===== config.mk =====
export PLATFORM = sky130hd
export DESIGN_NAME = conv_stream_engine
export DESIGN_NICKNAME = d
export VERILOG_FILES = /design/src/rtl/conv_pkg.sv /design/src/rtl/conv_mac.sv /design/src/rtl/conv_stream_engine.sv
export SDC_FILE = /design/constraint.sdc
export NUM_CORES = 1
export LEC_CHECK = 0
export CAP_MARGIN = 20
export CORE_MARGIN = 5
export CORE_UTILIZATION = 43
export DETAILED_ROUTE_END_ITERATION = 8
export PLACE_DENSITY = 0.71
export SETUP_SLACK_MARGIN = 0.15
export SYNTH_ARGS = -nofsm -noshare
export SYNTH_HDL_FRONTEND = slang
export SYNTH_SLANG_ARGS = --single-unit

===== constraint.sdc =====
create_clock -name clk -period 8 [get_ports clk]
set_clock_uncertainty 0.05 [all_clocks]
set_input_delay 1.6 -clock clk [delete_from_list [all_inputs] [get_ports clk]]
set_output_delay 1.6 -clock clk [all_outputs]
set_load 0.01 [all_outputs]

===== src/rtl/conv_pkg.sv =====
// Shared types and width helpers for the streaming convolution engine.
package conv_pkg;

  typedef enum logic [1:0] {
    IDLE = 2'd0,
    MAC  = 2'd1,
    OUT  = 2'd2,
    DONE = 2'd3
  } conv_state_e;

  // Width needed to index n items. Never returns less than 1 bit.
  function automatic int cw(input int n);
    return (n < 2) ? 1 : $clog2(n);
  endfunction

  // Full product width plus enough headroom to sum k*k products.
  function automatic int acc_w(input int dw, input int k);
    return 2 * dw + $clog2(k * k);
  endfunction

  // Number of valid-convolution positions along one axis.
  function automatic int out_n(input int n, input int k);
    return n - k + 1;
  endfunction

endpackage


===== src/rtl/conv_mac.sv =====
// Signed multiply-accumulate with synchronous clear and enable.
// acc_o is the accumulator plus the current product, i.e. the value the
// accumulator takes on the next enabled edge. The owner can register the
// final sum on the same edge as the last tap.
module conv_mac
  import conv_pkg::*;
#(
  parameter int DATA_W = 8,
  parameter int ACC_W  = 20
) (
  input  logic                     clk,
  input  logic                     rst,
  input  logic                     clr_i,
  input  logic                     en_i,
  input  logic signed [DATA_W-1:0] a_i,
  input  logic signed [DATA_W-1:0] b_i,
  output logic signed [ACC_W-1:0]  acc_o
);

  logic signed [2*DATA_W-1:0] a_x, b_x, prod;
  logic signed [ACC_W-1:0]    acc_q, acc_d;

  assign a_x   = (2*DATA_W)'(a_i);
  assign b_x   = (2*DATA_W)'(b_i);
  assign prod  = a_x * b_x;
  assign acc_o = acc_q + ACC_W'(prod);

  // Next accumulator value: clear wins over accumulate.
  always_comb begin
    acc_d = acc_q;
    if (clr_i)     acc_d = '0;
    else if (en_i) acc_d = acc_o;
  end

  // Accumulator register.
  always_ff @(posedge clk) begin
    if (rst) acc_q <= '0;
    else     acc_q <= acc_d;
  end

endmodule


===== src/rtl/conv_stream_engine.sv =====
// Sequential 2-D valid convolution: one tap per cycle through a single MAC,
// results streamed over valid/ready with optional ReLU.
module conv_stream_engine
  import conv_pkg::*;
#(
  parameter  int DATA_W = 8,
  parameter  int IMG_N  = 4,
  parameter  int KER_K  = 3,
  localparam int OUT_N  = out_n(IMG_N, KER_K),
  localparam int ACC_W  = acc_w(DATA_W, KER_K),
  localparam int IA_W   = cw(IMG_N * IMG_N),
  localparam int RC_W   = cw(OUT_N)
) (
  input  logic                     clk,
  input  logic                     rst,
  input  logic                     cfg_relu,
  input  logic                     wr_en,
  input  logic                     wr_sel,
  input  logic [IA_W-1:0]          wr_addr,
  input  logic signed [DATA_W-1:0] wr_data,
  input  logic                     start,
  output logic                     busy,
  output logic                     done,
  output logic                     out_valid,
  input  logic                     out_ready,
  output logic signed [ACC_W-1:0]  out_data,
  output logic [RC_W-1:0]          out_row,
  output logic [RC_W-1:0]          out_col
);

  localparam int IS   = IMG_N * IMG_N;
  localparam int KS   = KER_K * KER_K;
  localparam int KA_W = cw(KS);
  localparam int TK_W = cw(KER_K);

  if (IMG_N < KER_K) begin : g_bad_params
    $error("conv_stream_engine: IMG_N must not be smaller than KER_K");
  end

  conv_state_e state_q, state_d;

  logic signed [DATA_W-1:0] img_q [IS];
  logic signed [DATA_W-1:0] ker_q [KS];

  logic [TK_W-1:0]         ti_q, tj_q;
  logic [RC_W-1:0]         r_q, c_q;
  logic                    relu_q;
  logic signed [ACC_W-1:0] out_data_q;
  logic signed [ACC_W-1:0] mac_sum;
  logic                    mac_en, mac_clr;
  logic                    last_tap, last_pos, start_ok, accept, wr_ok;
  logic [IA_W-1:0]         img_a;
  logic [KA_W-1:0]         ker_a;

  assign last_tap = (ti_q == TK_W'(KER_K - 1)) && (tj_q == TK_W'(KER_K - 1));
  assign last_pos = (r_q == RC_W'(OUT_N - 1)) && (c_q == RC_W'(OUT_N - 1));
  assign start_ok = (state_q == IDLE) && start;
  assign accept   = (state_q == OUT) && out_ready;
  assign wr_ok    = (state_q == IDLE) && wr_en;

  // Tap operand addresses: window origin (r,c) offset by tap (i,j).
  always_comb begin
    img_a = IA_W'((int'(r_q) + int'(ti_q)) * IMG_N + int'(c_q) + int'(tj_q));
    ker_a = KA_W'(int'(ti_q) * KER_K + int'(tj_q));
  end

  conv_mac #(
    .DATA_W(DATA_W),
    .ACC_W (ACC_W)
  ) u_mac (
    .clk  (clk),
    .rst  (rst),
    .clr_i(mac_clr),
    .en_i (mac_en),
    .a_i  (img_q[img_a]),
    .b_i  (ker_q[ker_a]),
    .acc_o(mac_sum)
  );

  // Image/kernel register files; writes only land while idle and in range.
  always_ff @(posedge clk) begin
    if (rst) begin
      for (int n = 0; n < IS; n++) img_q[n] <= '0;
      for (int n = 0; n < KS; n++) ker_q[n] <= '0;
    end else if (wr_ok) begin
      if (!wr_sel && (int'(wr_addr) < IS)) img_q[wr_addr] <= wr_data;
      if (wr_sel && (int'(wr_addr) < KS))  ker_q[KA_W'(wr_addr)] <= wr_data;
    end
  end

  // FSM state register.
  always_ff @(posedge clk) begin
    if (rst) state_q <= IDLE;
    else     state_q <= state_d;
  end

  // Next state and per-state controls.
  always_comb begin
    state_d   = state_q;
    busy      = 1'b1;
    done      = 1'b0;
    out_valid = 1'b0;
    mac_en    = 1'b0;
    mac_clr   = 1'b0;
    case (state_q)
      IDLE: begin
        busy = 1'b0;
        if (start) begin
          state_d = MAC;
          mac_clr = 1'b1;
        end
      end
      MAC: begin
        mac_en = 1'b1;
        if (last_tap) state_d = OUT;
      end
      OUT: begin
        out_valid = 1'b1;
        if (out_ready) begin
          mac_clr = 1'b1;
          state_d = last_pos ? DONE : MAC;
        end
      end
      DONE: begin
        done    = 1'b1;
        state_d = IDLE;
      end
      default: state_d = IDLE;
    endcase
  end

  // Tap/position counters, ReLU latch and output capture.
  always_ff @(posedge clk) begin
    if (rst) begin
      ti_q       <= '0;
      tj_q       <= '0;
      r_q        <= '0;
      c_q        <= '0;
      relu_q     <= 1'b0;
      out_data_q <= '0;
    end else if (start_ok) begin
      ti_q   <= '0;
      tj_q   <= '0;
      r_q    <= '0;
      c_q    <= '0;
      relu_q <= cfg_relu;
    end else if (state_q == MAC) begin
      if (tj_q == TK_W'(KER_K - 1)) begin
        tj_q <= '0;
        ti_q <= (ti_q == TK_W'(KER_K - 1)) ? '0 : ti_q + 1'b1;
      end else begin
        tj_q <= tj_q + 1'b1;
      end
      if (last_tap) out_data_q <= (relu_q && mac_sum[ACC_W-1]) ? '0 : mac_sum;
    end else if (accept && !last_pos) begin
      if (c_q == RC_W'(OUT_N - 1)) begin
        c_q <= '0;
        r_q <= r_q + 1'b1;
      end else begin
        c_q <= c_q + 1'b1;
      end
    end
  end

  assign out_data = out_data_q;
  assign out_row  = r_q;
  assign out_col  = c_q;

endmodule


==> results.yml <==
timing:
  hold_viol_final: 0
  fmax_mhz: 133.3
  relSlewSlack: 0.2978
  min_period_over_period: 0.9378
  fin_ws_ps: 497.5
  worst_pin_slew_ps: 1045
  setup_viol: 0
  whs_ps: 406.7
  fin_crit_ps: 7503
  rsz0062_at_grt: "false"
  slew_violations: 0
  tns_ps: 0
logic_synthesis:
  synth_top_area_cell: "edfxtp_1"
  synth_ff_type: "edfxtp_1"
  ys_ff_latch: 305
  synth_cells: 1300
  async_flop_share: 0
  ys_seq_area_frac: 0.5084
  synth.avg_cell_area_um2: 13.11
  syn_area_um2: 17050
  synth-edff-count: 256
  synthTopCellsByArea: "edfxtp_1 45%, fa_1 11%, mux4_2 7.8%, and2_1 7.5%, dfxtp_1 5.8%"
  yosysWarnings: 0
  synth_top_area_share: 0.4509
  ys_types: 58
layout:
  drive_above_1_share: 0.1605
  multi_input_area_um2: 7949
  ff_latch_area_um2: 8670
  fill_cells: 3394
  layout_common_cells: "256 x edfxtp_1, 204 x and2_1, 120 x inv_1"
  final_common_cell: "edfxtp_1"
  antenna_cells: 0
  syn_to_final_growth_pct: 15.15
  fin_nets: 1596
detailed_routing:
  drt_iter0_markers: 680
  drc_errors: 0
  wl_per_cell_um: 18.34
  vias: 9978
  drt_first_pass_iters: 5
  final_antenna_net_count: 0
  drt-total-wl_um: 36260
  viasPerCell: 5.047
clocking:
  ctsHoldBuffers: 0
  clockBufferDepth: 3
  clk_latency_ps: 530
  htree_levels: 2
  clock_sinks: 305
  numCtsBuffers: 34
  cts_tree: "yes"
  cts_root_buf: "clkbuf_16"
  clk_pin_slew_ps: 60
grt:
  busiest_layer: "met2"
  use_met1: 0.2398
  grt_max_degree: 36
  first_global_vias: 10490
  grt_remaining_overflow: 0
  antenna_found_initial: 0
  met3_usage: 0.03228
  track_usage: 0.1680
  met2_usage: 0.2707
  grt_pass1_wl_um: 58770
floorplan:
  io_pins: 44
  die_y_um: 209.1
  coreArea_um2: 39460
  rows: 73
  fp.dieW_um: 209.1
  start_util: 0.4321
  die-area_um2: 43730
status:
  status: "completed"
setup_path:
  crit_family: "adder cells"
  critPathLaunch: "ti_q[0]"
  critical_path_class: "register to register"
  path_depth: 26
  r2r_setup_slack_ps: 500
  r2r-start: "ti_q[0]"
  r2r_cells: 26
  regToRegEndpoint: "out_data[3]"
  critPathSlowestCell: "mux4_2"
  endpoint_kind: "register"
  crit_path_start_kind: "register"
  slowest_delay_ps: 600
  cp.required_ps: 8360
  worst-path-buf-inv: 9
  critical_path_arrival_ps: 7860
  cp_max_fo: 15
hold_path:
  hold_depth: 2
  min_path_type: "register to register"
  hp-start: "u_mac.acc_q[2]"
  worstHoldEndpoint: "u_mac.acc_q[2]"
placed_design:
  hpwl_um: 26450
  gp_congestion: 0.8363
  dpl_worst_slack_ps: 130.3
  io_buffers: 43
run:
  max_cap_viol_count: 0
power:
  ir_drop_uv: 190.4
  p_leak_nw: 7.793
  power.density_nw_per_um2: 260.9
-- layout make-up --
class,instances,area share
Sequential cell,305,0.4416
Multi-Input combinational cell,880,0.4049
Clock buffer,41,0.04570
Timing Repair Buffer,91,0.04398
Tap cell,525,0.03346
Inverter,121,0.02320
Clock inverter,14,0.007138
-- metal layers --
metal | share of wire | vias to the layer above
li1 | - | 4701
met1 | 0.45 | 4970
met2 | 0.47 | 258
met3 | 0.063 | 49
met4 | 0.017 | 0
met5 | 0 | -
-- cell families (layout without fill, tap and decap cells) --
| kind of cell | Yosys count | after routing | share of synthesized area |
|---|---|---|---|
| fa+ha+maj | 144 | 144 | 0.1458 |
| buf+inv | 170 | 267 | 0.04183 |
| compound gates | 103 | 103 | 0.04528 |
| mux | 80 | 80 | 0.09739 |
| other cells | 1 | 56 | 0.0002200 |
| flops | 305 | 305 | 0.5084 |
| xor+xnor | 25 | 25 | 0.01328 |
| simple gates | 472 | 472 | 0.1478 |
-- worst min-delay path, stage by stage, from the launching register on --
cell and delay (ps):
dfxtp_1 310, nand2_1 50, a21oi_1 50
-- sequential cells by signal, indices dropped and copies added, names as in the netlist --
| name | count |
|---|---|
| u_mac.acc_q | 20 |
| out_data | 20 |
| relu_q | 1 |
| ti_q | 2 |
| ker_q | 128 |
| img_q | 128 |
| out_row | 1 |
| state_q | 2 |
| out_col | 1 |
| tj_q | 2 |
-- cell usage after synthesis (all sizes together) (15+ instances only) --
cell / count
edfxtp: 256
and2: 205
inv: 120
nand2: 95
fa: 91
nor2: 76
mux4: 66
ha: 53
dfxtp: 49
a21oi: 35
or2: 32
clkbuf: 31
o21ai: 22
nand2b: 20
xnor2: 19
buf: 17
a22o: 16
nand3: 15
-- worst max-delay path by stage --
stage	endpoint	slack (ps)
after floorplan	out_data[18]	510
after global placement	u_mac.acc_q[18]	320
after detailed placement	out_data[18]	130
after CTS	out_data[3]	180
after global routing	out_data[16]	150
final	out_data[3]	500
-- report_power, final --
part	total [mW]	internal (mW)	leakage, nW	switching, mW
logic	1.77	0.755	4.29	1.02
registers	1.86	1.81	3.00	0.0493
clock network	1.49	0.863	0.503	0.623
-- per-stage QoR --
step | total power, mW | util | instances | area (µm²)
floorplan | 3.246 | - | 1355 | 17260
global placement | 3.617 | 0.4658 | 1912 | 18380
detailed placement | 3.646 | 0.4662 | 1913 | 18400
CTS | 5.147 | 0.4926 | 1968 | 19440
global route | 5.482 | 0.4975 | 1977 | 19630
finish | 5.122 | 0.4975 | 1977 | 19630
-- what timing repair did --
action / in CTS / in global routing
setup endpoints to repair: 1 / 24
hold endpoints to repair: 0 / 0
pin swaps: 0 / 4
setup buffers: 0 / 6
resized for setup: 1 / 14
Note: power is estimated with default switching activity, not from simulation.
